## src/rtl/irq_encoder_32_5_if.sv

```systemverilog
`default_nettype none
// ============================================================================
//  Module      : irq_encoder_32_5_if
//  Description : Bundle of request / mask / grant-handshake signals between
//                interrupt sources, the priority encoder and its consumer.
//                slave  : the encoder (takes req/mask/out_ack, drives the rest)
//                master : the consumer/stimulus side
//  Signals     : req[31:0], mask[31:0], out_ack, out_valid, out_idx[4:0],
//                pending[31:0], busy
//  Revision    : 1.0  initial release
// ============================================================================
interface irq_encoder_32_5_if #(
  parameter int REQ_W = 32,
  parameter int IDX_W = 5
);
  logic [REQ_W-1:0] req;
  logic [REQ_W-1:0] mask;
  logic             out_ack;
  logic             out_valid;
  logic [IDX_W-1:0] out_idx;
  logic [REQ_W-1:0] pending;
  logic             busy;

  modport slave (
    input  req, mask, out_ack,
    output out_valid, out_idx, pending, busy
  );

  modport master (
    output req, mask, out_ack,
    input  out_valid, out_idx, pending, busy
  );
endinterface
`default_nettype wire

```

## src/rtl/irq_encoder_32_5.sv

```systemverilog
`default_nettype none
// ============================================================================
//  Module      : irq_encoder_32_5
//  Description : Sequential 32-to-5 priority encoder. Level requests are
//                latched into a pending register; the highest-priority
//                enabled pending line is encoded and held on out_idx until
//                the consumer acknowledges it.
//  Ports       : clk            - clock, rising edge
//                rst            - asynchronous active-high reset
//                bus (slave)    - req, mask, out_ack in;
//                                 out_valid, out_idx, pending, busy out
//  Options     : IRQ_ROUND_ROBIN_EN - rotating priority starting after the
//                last acknowledged index; undefined gives fixed priority
//                with bit 0 highest.
//  Revision    : 1.0  initial release
// ============================================================================
module irq_encoder_32_5 #(
  parameter int REQ_W = 32,
  parameter int IDX_W = 5
) (
  input wire                clk,
  input wire                rst,
  irq_encoder_32_5_if.slave bus
);

  typedef enum logic [0:0] {
    ST_IDLE    = 1'b0,
    ST_PRESENT = 1'b1
  } state_t;

  state_t           r_state;
  logic [REQ_W-1:0] r_pending;
  logic             r_valid;
  logic [IDX_W-1:0] r_idx;

  logic [REQ_W-1:0] w_cand;
  logic [REQ_W-1:0] w_clr;
  logic [IDX_W-1:0] w_sel;
  logic             w_any;

  assign w_cand = r_pending & bus.mask;
  assign w_any  = |w_cand;

  // One-hot clear of the presented line, only on an accepted grant.
  always_comb begin
    w_clr = '0;
    if (r_valid && bus.out_ack) begin
      w_clr[r_idx] = 1'b1;
    end
  end

`ifdef IRQ_ROUND_ROBIN_EN
  logic [IDX_W-1:0] r_ptr;

  // Walk from farthest to nearest so the first set bit after r_ptr
  // (wrapping modulo 32) is the final assignment.
  always_comb begin
    w_sel = '0;
    for (int k = REQ_W - 1; k >= 0; k--) begin
      if (w_cand[r_ptr + IDX_W'(1) + IDX_W'(k)]) begin
        w_sel = r_ptr + IDX_W'(1) + IDX_W'(k);
      end
    end
  end
`else
  // Descending scan: the lowest set index is written last and wins.
  always_comb begin
    w_sel = '0;
    for (int i = REQ_W - 1; i >= 0; i--) begin
      if (w_cand[i]) begin
        w_sel = IDX_W'(i);
      end
    end
  end
`endif

  always_ff @(posedge clk or posedge rst) begin
    if (rst) begin
      r_state   <= ST_IDLE;
      r_pending <= '0;
      r_valid   <= 1'b0;
      r_idx     <= '0;
`ifdef IRQ_ROUND_ROBIN_EN
      r_ptr     <= IDX_W'(REQ_W - 1);
`endif
    end else begin
      // OR-ing req after the clear makes a same-edge set win.
      r_pending <= (r_pending & ~w_clr) | bus.req;
      case (r_state)
        ST_IDLE: begin
          if (w_any) begin
            r_idx   <= w_sel;
            r_valid <= 1'b1;
            r_state <= ST_PRESENT;
          end
        end
        ST_PRESENT: begin
          // Index is frozen here regardless of mask/req/pending changes.
          if (bus.out_ack) begin
            r_valid <= 1'b0;
            r_state <= ST_IDLE;
`ifdef IRQ_ROUND_ROBIN_EN
            r_ptr   <= r_idx;
`endif
          end
        end
        default: begin
          r_state <= ST_IDLE;
        end
      endcase
    end
  end

  assign bus.out_valid = r_valid;
  assign bus.out_idx   = r_idx;
  assign bus.pending   = r_pending;
  assign bus.busy      = r_valid;

endmodule
`default_nettype wire
```

## src/flat_wrapper.sv

```systemverilog
// flat-port wrapper written by rule: the top's interface ports become plain ports
module irq_encoder_32_5_flat 
#(
  parameter int REQ_W = 32,
  parameter int IDX_W = 5
)
  (clk, rst, bus_req, bus_mask, bus_out_ack, bus_out_valid, bus_out_idx, bus_pending, bus_busy);
  irq_encoder_32_5_if #(.REQ_W(REQ_W), .IDX_W(IDX_W)) bus_i ();
  input wire clk;
  input wire rst;
  input wire logic [$bits(bus_i.req)-1:0] bus_req;
  input wire logic [$bits(bus_i.mask)-1:0] bus_mask;
  input wire logic [$bits(bus_i.out_ack)-1:0] bus_out_ack;
  output wire logic [$bits(bus_i.out_valid)-1:0] bus_out_valid;
  output wire logic [$bits(bus_i.out_idx)-1:0] bus_out_idx;
  output wire logic [$bits(bus_i.pending)-1:0] bus_pending;
  output wire logic [$bits(bus_i.busy)-1:0] bus_busy;
  assign bus_i.req = bus_req;
  assign bus_i.mask = bus_mask;
  assign bus_i.out_ack = bus_out_ack;
  assign bus_out_valid = bus_i.out_valid;
  assign bus_out_idx = bus_i.out_idx;
  assign bus_pending = bus_i.pending;
  assign bus_busy = bus_i.busy;
  irq_encoder_32_5 #(.REQ_W(REQ_W), .IDX_W(IDX_W)) u_core (.clk(clk), .rst(rst), .bus(bus_i));
endmodule
```

## config.mk

```make
export PLATFORM = sky130hd
export DESIGN_NAME = irq_encoder_32_5_flat
export DESIGN_NICKNAME = d
export VERILOG_FILES = /design/src/rtl/irq_encoder_32_5_if.sv /design/src/rtl/irq_encoder_32_5.sv /design/src/flat_wrapper.sv
export SDC_FILE = /design/constraint.sdc
export NUM_CORES = 1
export LEC_CHECK = 0
export CAP_MARGIN = 20
export CORE_ASPECT_RATIO = 0.5
export CORE_MARGIN = 2
export CORE_UTILIZATION = 41
export DETAILED_ROUTE_END_ITERATION = 12
export PLACE_DENSITY = 0.78
export SYNTH_ARGS = -nofsm -noshare
export SYNTH_HDL_FRONTEND = slang
export SYNTH_SLANG_ARGS = --single-unit
export TNS_END_PERCENT = 10
```

## constraint.sdc

```tcl
create_clock -name clk -period 1.9 [get_ports clk]
set_input_delay 0.285 -clock clk [delete_from_list [all_inputs] [get_ports clk]]
set_output_delay 0.285 -clock clk [all_outputs]
set_load 0.01 [all_outputs]
```

# [Word-level counts from Yosys, hierarchy flattened]
# Index checks and enable logic that the tools add are counted.
[op_classes] div_mod_pow=0 n_mux=41 reduce_logical=5 addsub=0 mul=0 n_eq_ne=2 shifts=0 bitwise=5 magnitude_cmp=2
[ops] operator="$mux W5" count=32
[ops] operator="$and A32 B32 Y32" count=2
[ops] operator="$mux W32" count=1
[ops] operator="$not A32 Y32" count=1
[ops] operator="$or A32 B32 Y32" count=1
[ops] operator="$reduce_or A32 Y1" count=1
[ops] operator="$lt A5 B6 Y1 const B" count=1
[ops] operator="$demux W1 S5" count=1
[ops] operator="$ge A5 B1 Y1 const B" count=1
[ops] operator="$mux W1" count=5
[ops] operator="$pmux W1 S2" count=2
[ops] operator="$reduce_and A2 Y1" count=2
[ops] operator="$logic_and A1 B1 Y1" count=2
[ops] operator="$ne A2 B1 Y1 const B" count=1
[ops] operator="$ne A2 B2 Y1 const B" count=1
[ops] operator="$not A1 Y1" count=1
[totals] rom_bits=0 mem_count=0 latch_bits=0 input_bits=67 output_inout_bits=39 ram_bits=0 ff_bits=39

# [Longest topological paths before layout]
# Gate-level depths: netlist (run 1).
[logic_depth] word_depth=33 ltp_mapped=6 ltp_nobuf=6

# [Worst setup path before layout (run 1)]
# No wires, ideal clock.
[synth_timing] kind="flip-flop to flip-flop" from="register u_core.r_pending[26] (netlist: u_core.bus.pending[26])" to="register u_core.r_idx[2] (netlist: u_core.bus.out_idx[2])" path_stages_with_launch=6 slack_ps=275 t_arrival_ps=1500 required_time_ps=1775 setup_ps=125 cell_sequence="dfrtp_1 -> a22oi_4 -> nand4_2 -> nor4_4 -> nor2_2 -> mux2_4"
[synth_between] elab_chain_len=28
[synth_rtl] item="start: declaration" line_no="irq_encoder_32_5.sv:32" rtl="logic [REQ_W-1:0] r_pending;"
[synth_rtl] item="start signal: assignment" line_no="irq_encoder_32_5.sv:88" rtl="r_pending <= (r_pending & ~w_clr) | bus.req;"
[synth_rtl] item="$and A32 B32 Y32 (*)" line_no="irq_encoder_32_5.sv:41" rtl="assign w_cand = r_pending & bus.mask;"
[synth_rtl] item="$mux W5 (27 in series)" line_no="irq_encoder_32_5.sv:70" rtl="if (w_cand[i]) begin"
[synth_rtl] item="end signal: assignment" line_no="irq_encoder_32_5.sv:92" rtl="r_idx <= w_sel;"
[synth_rtl] item="end: declaration" line_no="irq_encoder_32_5.sv:34" rtl="logic [IDX_W-1:0] r_idx;"
# Every way passes the cells marked *; elsewhere a longest branch is shown, timed or not.
# A chain may end at the register's enable or synchronous reset.

# [Final worst setup path (run 1)]
[layout_timing] from="input bus_mask[26]" to="register u_core.r_idx[2] (netlist: u_core.bus.out_idx[2])"
[layout_between] elab_chain_len=28
[layout_rtl] item="start: declaration" line_no="flat_wrapper.sv:12" rtl="input wire logic [$bits(bus_i.mask)-1:0] bus_mask;"
[layout_rtl] item="$and A32 B32 Y32 (*)" line_no="irq_encoder_32_5.sv:41"
[layout_rtl] item="$mux W5 (27 in series)" line_no="irq_encoder_32_5.sv:70"
# Marks and branches as above.

==> results of run 1 <==
==> routing by layer <==
metal  vias to the layer above  part of all wire
li1                       1108                 -
met1                      1136              0.43
met2                        95              0.47
met3                        10             0.086
met4                         0             0.015
met5                         -                 0
==> worst max-delay path, stage by stage <==
cell             delay, ps
clkdlybuf4s50_1        460
a22oi_4                230
buf_4                  140
o211ai_1                80
a31oi_1                330
o211ai_1               140
a31oi_1                200
mux2_4                 170
==> flip-flops by register name, indices dropped and copies added, names as in the netlist <==
name and count:
u_core.bus.pending 32, u_core.r_state 1, u_core.bus.out_idx 5, u_core.bus.busy 1
==> worst max-delay path by stage <==
| stage | from | endpoint | slack [ps] | cells past startpoint |
|---|---|---|---|---|
| finish | bus_mask[26] | u_core.bus.out_idx[2] | 110 | 8 |
| global route | u_core.bus.pending[27] | u_core.bus.out_idx[2] | 10 | 7 |
| CTS | u_core.bus.out_idx[3] | bus_out_idx[3] | 120 | 1 |
| detailed placement | bus_mask[28] | u_core.bus.out_idx[2] | -180 | 7 |
| global placement | bus_mask[1] | u_core.bus.out_idx[2] | -120 | 6 |
| floorplan | u_core.bus.pending[26] | u_core.bus.out_idx[2] | 270 | 5 |
==> logic make-up after synthesis <==
group / count (synthesis) / share of synthesized area
flops: 39 / 0.441
compound gates: 84 / 0.309
mux: 2 / 0.0113
simple gates: 89 / 0.221
buf+inv: 9 / 0.0175
==> power breakdown <==
part | internal (mW) | switching, mW
Combinational | 0.281 | 0.195
Sequential | 0.856 | 0.0550
Clock | 0.256 | 0.319
==> layout by cell type (no fill, tap or decap), types with 2 or more instances in the layout <==
cell | netlist | routed
a31oi_1 | 4 | 4
o211ai_1 | 2 | 2
nand2b_1 | 17 | 17
a32oi_1 | 5 | 5
nand3b_1 | 4 | 4
a222oi_1 | 2 | 2
o21ai_1 | 2 | 2
a22oi_4 | 4 | 4
nor2_1 | 10 | 10
clkbuf_8 | 0 | 5
buf_4 | 1 | 25
a21oi_1 | 4 | 4
o22a_1 | 2 | 2
nor3b_1 | 3 | 3
clkinvlp_4 | 0 | 2
clkdlybuf4s50_1 | 0 | 105
nand4_1 | 2 | 2
a22o_1 | 4 | 4
inv_1 | 4 | 4
nand2_1 | 38 | 38
o211a_1 | 2 | 2
o21ai_0 | 18 | 18
nand3_1 | 5 | 5
a21o_1 | 17 | 17
nand4_4 | 2 | 2
dfrtp_1 | 39 | 39
nor3_1 | 3 | 3
a22oi_2 | 7 | 7
a22oi_1 | 5 | 5
==> per-stage QoR <==
stage | utilization | power, mW | std cells | TNS (ps) | cell area (sq um)
detailed placement | 0.694 | 1.40 | 418 | -517 | 3510
global route | 0.711 | 2.06 | 426 | 0 | 3600
floorplan | - | 1.09 | 223 | 0 | 2210
finish | 0.711 | 1.96 | 426 | 0 | 3600
CTS | 0.711 | 1.97 | 426 | 0 | 3600
global placement | 0.694 | 1.39 | 418 | -425 | 3510
==> final cells by class <==
cell class / count / area (sq um)
Fill cell: 406 / 1460
Sequential cell: 39 / 976
Timing Repair Buffer: 130 / 1240
Clock buffer: 5 / 68.8
Multi-Input combinational cell: 175 / 1200
Clock inverter: 3 / 20.0
Tap cell: 70 / 87.6
Inverter: 4 / 15.0
==> insert_results.sql, run 1 <==
INSERT INTO impl_metrics (metric_group, metric, value, unit) VALUES
('outcome', 'outcome', 'finished clean', ''),
('logic_synthesis', 'synth-async-reset-ratio', '1.00', ''),
('sta', 'final_setup_vio_count', '0', ''),
('placement', 'post-place-ws', '-177', 'ps'),
('worst_setup_path', 'critical_path.startpoint_type', 'input port', ''),
('sta', 'tightestPinTransition', '500', 'ps'),
('layout', 'fraction_of_final_layout_cells_sized_beyond_drive_strength_1', '0.140', ''),
('layout', 'diodes_inserted', '0', ''),
('route', 'first_drt_pass_iteration_count', '4', ''),
('sta', 'timing.hold.ws', '410', 'ps'),
('clock_tree', 'cts_root_buf', 'clkbuf_8', ''),
('clock_tree', 'postCtsHoldBufs', '0', ''),
('floorplan', 'die_area', '6030', 'sq um'),
('global_route', 'first_global_vias', '2556', ''),
('worst_setup_path', 'crit-reg2reg-capture', 'u_core.bus.out_idx[2]', ''),
('placement', 'port_buffers', '105', ''),
('power', 'max-vdd-ir-drop', '285', 'uV'),
('route', 'wl', '7330', 'microns'),
('logic_synthesis', 'synth_top_cells_by_area', 'dfrtp_1, nand2_1, a21o_1', ''),
('route', 'wire_per_inst', '17.2', 'microns'),
('power', 'power.leakage', '1.37', 'nW'),
('clock_tree', 'worst_skew_pair.late_latency', '300', 'ps'),
('logic_synthesis', 'yosys.cell_count.top_type', 'dfrtp_1', ''),
('logic_synthesis', 'synth_nets', '290', ''),
('clock_tree', 'cts.sinks', '39', ''),
('worst_setup_path', 'worstRegToRegCells', '6', ''),
('global_route', 'grt_use_met1', '0.348', ''),
('global_route', 'grt.total_usage', '0.259', ''),
('placement', 'place.gp.congestion', '0.924', ''),
('clock_tree', 'post_cts.repair.setup_buffers', '0', ''),
('floorplan', 'initial_standard_cell_utilization_of_the_core', '0.437', ''),
('floorplan', 'floorplan_core_area', '5070', 'sq um'),
('sta', 'fmax', '559', 'MHz'),
('sta', 'fin_crit', '1790', 'ps'),
('global_route', 'antenna_found_initial', '0', ''),
('logic_synthesis', 'yosysWarnings', '0', ''),
('sta', 'layout_worst_path_cycle_share', '0.942', ''),
('floorplan', 'width_of_the_die', '108', 'microns'),
('global_route', 'gr-usage-met3', '0.0644', ''),
('logic_synthesis', 'synth.top_cell.area_share', '0.441', ''),
('logic_synthesis', 'synth_cell_types', '41', ''),
('logic_synthesis', 'synth_instances', '223', ''),
('sta', 'maxSlewViolCount', '0', ''),
('worst_setup_path', 'setup.worst_path.end_class', 'flop', ''),
('logic_synthesis', 'synth.largest_area_cell', 'dfrtp_1', ''),
('global_route', 'grt_start_max_net_pins', '40', ''),
('sta', 'grt_setup_unrepaired', 'false', ''),
('logic_synthesis', 'synth.ff_latch_count', '39', ''),
('worst_setup_path', 'worstPathMaxFanout', '2', ''),
('route', 'drc_errors', '0', ''),
('worst_setup_path', 'critPathRequiredTime', '2140', 'ps'),
('sta', 'slew_headroom', '0.666', ''),
('route', 'number_of_drc_violations_after_detailed_routing_iteration_0', '159', ''),
('sta', 'timing_hold_violations_final', '0', ''),
('min_path', 'hp-class', 'input port to asynchronous set/reset pin', ''),
('clock_tree', 'cts_inserted_buffers', '5', ''),
('clock_tree', 'max_buffers_root_to_sink', '2', ''),
('worst_setup_path', 'r2r-start', 'u_core.bus.pending[28]', ''),
('logic_synthesis', 'yosys_most_used_dff', 'dfrtp_1', ''),
('global_route', 'globalRouteMet2Util', '0.416', ''),
('route', 'route.antenna.remaining_nets', '0', ''),
('worst_setup_path', 'timing.setup.critical_path_class', 'input port to flop', ''),
('route', 'vias', '2349', ''),
('sta', 'finClkSkew', '7.88', 'ps'),
('global_route', 'first_pass_grt_wire_length', '12200', 'microns'),
('sta', 'setup_ws', '111', 'ps'),
('layout', 'synthToLayoutAreaGrowth', '62.9', '%'),
('clock_tree', 'cts_tree', 'yes', ''),
('route', 'via_per_inst', '5.51', ''),
('job', 'cap_viol_max_count', '0', ''),
('logic_synthesis', 'synth_edf_count', '0', '');
No activity file was read; power rests on OpenSTA's default activity.
==> inputs of run 2 (changes only) <==
--- a/config.mk
+++ b/config.mk
@@ -7,7 +7,6 @@
 export LEC_CHECK = 0
 export CAP_MARGIN = 20
 export CORE_ASPECT_RATIO = 0.5
-export CORE_MARGIN = 2
 export CORE_UTILIZATION = 41
 export DETAILED_ROUTE_END_ITERATION = 12
 export PLACE_DENSITY = 0.78
==> run 2 against run 1 <==
Design area up 0.21%. Sequential share of layout area decreased by 0.056 points. First-iteration DRC count shrank 21%. Cell count up 0.47%. Via count shrank 0.72%. Power decreased by 0.82%. Count of clock-buffer cells in the layout up 2. Non-clock buffer count rose by 2. Critical path type unchanged. Largest cell class unchanged. Highest routed layer unchanged.
==> insert_results.sql, run 2 (synthesis gave the netlist of run 1 again) <==
INSERT INTO impl_metrics (metric_group, metric, value, unit) VALUES
('placement', 'dpl_cell_area', '3530', 'sq um'),
('worst_setup_path', 'setup.reg_to_reg.worst_slack', '130', 'ps'),
('worst_setup_path', 'r2r-start', 'u_core.bus.pending[23]', ''),
('clock_tree', 'htree_num_levels', '2', ''),
('floorplan', 'core.rowCount', '18', ''),
('sta', 'layout_worst_path_cycle_share', '0.974', ''),
('clock_tree', 'post_cts.repair.setup_buffers', '0', ''),
('clock_tree', 'cts_root_buf', 'clkbuf_8', ''),
('worst_setup_path', 'timing.critical_path.slowest_stage_cell', 'clkdlybuf4s50_1', ''),
('layout', 'filler_cell_count', '408', ''),
('sta', 'timing_hold_violations_final', '0', ''),
('placement', 'place.gp.congestion', '0.826', ''),
('sta', 'grt_setup_unrepaired', 'false', ''),
('layout', 'final_cell_count_no_fill', '428', ''),
('sta', 'slew_headroom', '0.673', ''),
('clock_tree', 'cts_tree', 'yes', ''),
('layout', 'diodes_inserted', '0', ''),
('floorplan', 'initial_standard_cell_utilization_of_the_core', '0.437', ''),
('worst_setup_path', 'critical_path.startpoint_type', 'input port', ''),
('clock_tree', 'clk_pin_slew', '80', 'ps'),
('worst_setup_path', 'critical_path.endpoint', 'u_core.bus.out_idx[1]', ''),
('layout', 'synthToLayoutAreaGrowth', '63.2', '%'),
('worst_setup_path', 'crit-reg2reg-capture', 'u_core.bus.out_idx[1]', ''),
('power', 'cellPowerDensity', '539', 'nW/um^2'),
('min_path', 'hp-class', 'input port to asynchronous set/reset pin', ''),
('floorplan', 'floorplan.io_pins', '106', ''),
('global_route', 'first_pass_grt_wire_length', '11400', 'microns'),
('sta', 'final_setup_vio_count', '0', ''),
('layout', 'number_of_flip_flops_in_the_largest_register', '32', ''),
('clock_tree', 'max_buffers_root_to_sink', '2', ''),
('power', 'power.leakage', '1.38', 'nW'),
('floorplan', 'die_area', '5710', 'sq um'),
('clock_tree', 'cts.sinks', '39', ''),
('sta', 'fin_crit', '1850', 'ps'),
('worst_setup_path', 'critPathMaxStageDelay', '460', 'ps'),
('sta', 'maxSlewViolCount', '0', ''),
('worst_setup_path', 'setup.worst_path.end_class', 'flop', ''),
('route', 'wl', '7130', 'microns'),
('global_route', 'grt_ovf', '0', ''),
('global_route', 'grt.total_usage', '0.268', ''),
('power', 'power.total', '1.95', 'mW'),
('sta', 'fmax', '540', 'MHz'),
('floorplan', 'width_of_the_die', '106', 'microns'),
('power', 'max-vdd-ir-drop', '308', 'uV'),
('sta', 'tightestPinTransition', '491', 'ps'),
('placement', 'port_buffers', '105', ''),
('clock_tree', 'postCtsHoldBufs', '0', ''),
('placement', 'place.detailed.hpwl', '5630', 'microns'),
('sta', 'timing.hold.ws', '402', 'ps'),
('route', 'number_of_drc_violations_after_detailed_routing_iteration_0', '126', ''),
('worst_setup_path', 'worstRegToRegCells', '7', ''),
('layout', 'finish.instance_area', '3610', 'sq um'),
('worst_setup_path', 'crit_path_dat', '2030', 'ps'),
('worst_setup_path', 'crit_start', 'bus_mask[23]', ''),
('layout', 'mostFrequentLayoutCell', 'clkdlybuf4s50_1', ''),
('floorplan', 'floorplan_core_area', '5070', 'sq um'),
('route', 'drc_errors', '0', ''),
('worst_setup_path', 'timing.setup.critical_path_class', 'input port to flop', ''),
('clock_tree', 'worst_skew_pair.late_latency', '290', 'ps'),
('floorplan', 'die-height', '53.9', 'microns'),
('global_route', 'first_global_vias', '2389', ''),
('layout', 'fraction_of_final_layout_cells_sized_beyond_drive_strength_1', '0.140', ''),
('layout', 'design.final.nets', '424', ''),
('global_route', 'antenna_found_initial', '0', ''),
('layout', 'most-common-layout-cells', 'clkdlybuf4s50_1, dfrtp_1, nand2_1', ''),
('route', 'first_drt_pass_iteration_count', '4', ''),
('global_route', 'grt_start_max_net_pins', '40', ''),
('route', 'wire_per_inst', '16.7', 'microns'),
('clock_tree', 'cts-resized-gates', '0', ''),
('job', 'cap_viol_max_count', '0', ''),
('route', 'route.antenna.remaining_nets', '0', ''),
('route', 'via_per_inst', '5.45', ''),
('sta', 'finClkSkew', '5.93', 'ps'),
('placement', 'post_placement_cell_count', '420', ''),
('clock_tree', 'cts_inserted_buffers', '5', ''),
('worst_setup_path', 'critPathRequiredTime', '2080', 'ps'),
('worst_setup_path', 'path_cells', 'clkdlybuf4s50_1, buf_4, a22o_1, o21ai_0, o21ai_1, a21boi_0, o211a_1, o22ai_1', ''),
('worst_setup_path', 'worstPathMaxFanout', '3', ''),
('route', 'vias', '2332', ''),
('outcome', 'outcome', 'finished clean', '');
-- run 2: cell types whose count changed in the layout (fill, tap and decap cells not counted) --
cell and delta:
buf_4 +2, clkbuf_1 +2, clkinvlp_4 -2
-- run 2: metrics by stage --
stage	util	worst slack (ps)	TNS, ps
after floorplan	-	275	0
after global placement	0.697	-123	-459
after detailed placement	0.697	-154	-567
after CTS	0.713	122	0
after global routing	0.713	65.5	0
final	0.713	49.7	0
-- run 2: metal layers --
layer	global-route usage	up-vias	share of wire	wire length, microns
li1	-	1107	-	-
met1	0.342	1121	0.44	3160
met2	0.463	95	0.47	3350
met3	0.0678	9	0.078	553
met4	0.0810	0	0.010	74
met5	0	-	0	0
-- run 2: worst min-delay path by stage --
stage	start	endpoint	slack (ps)	depth (start not counted)
after detailed placement	u_core.bus.pending[1]	u_core.bus.pending[1]	520	1
after CTS	rst	u_core.bus.pending[8]	440	3
after global routing	rst	u_core.bus.pending[11]	450	3
after floorplan	bus_req[0]	u_core.bus.pending[0]	380	1
final	rst	u_core.bus.pending[9]	400	3
after global placement	u_core.bus.pending[1]	u_core.bus.pending[1]	510	1
-- run 2: critical path, delay by kind of cell --
family,cells,cell delay [ps]
AO/OA/AOI/OAI,6,1120
buffers and inverters,2,630
-- run 2: report_power, final --
group          leakage (nW)  switching (mW)  total (mW)  internal, mW
clock network        0.0422           0.297       0.555         0.258
logic                 0.970           0.195       0.479         0.284
registers             0.366          0.0550       0.911         0.856
-- run 2: area by class of cell --
| type | count | area, sq um | share of cell area |
|---|---|---|---|
| Clock buffer | 7 | 76.3 | 0.0211 |
| Clock inverter | 1 | 5.00 | 0.00139 |
| Inverter | 4 | 15.0 | 0.00416 |
| Multi-Input combinational cell | 175 | 1200 | 0.332 |
| Sequential cell | 39 | 976 | 0.270 |
| Tap cell | 70 | 87.6 | 0.0243 |
| Timing Repair Buffer | 132 | 1250 | 0.347 |
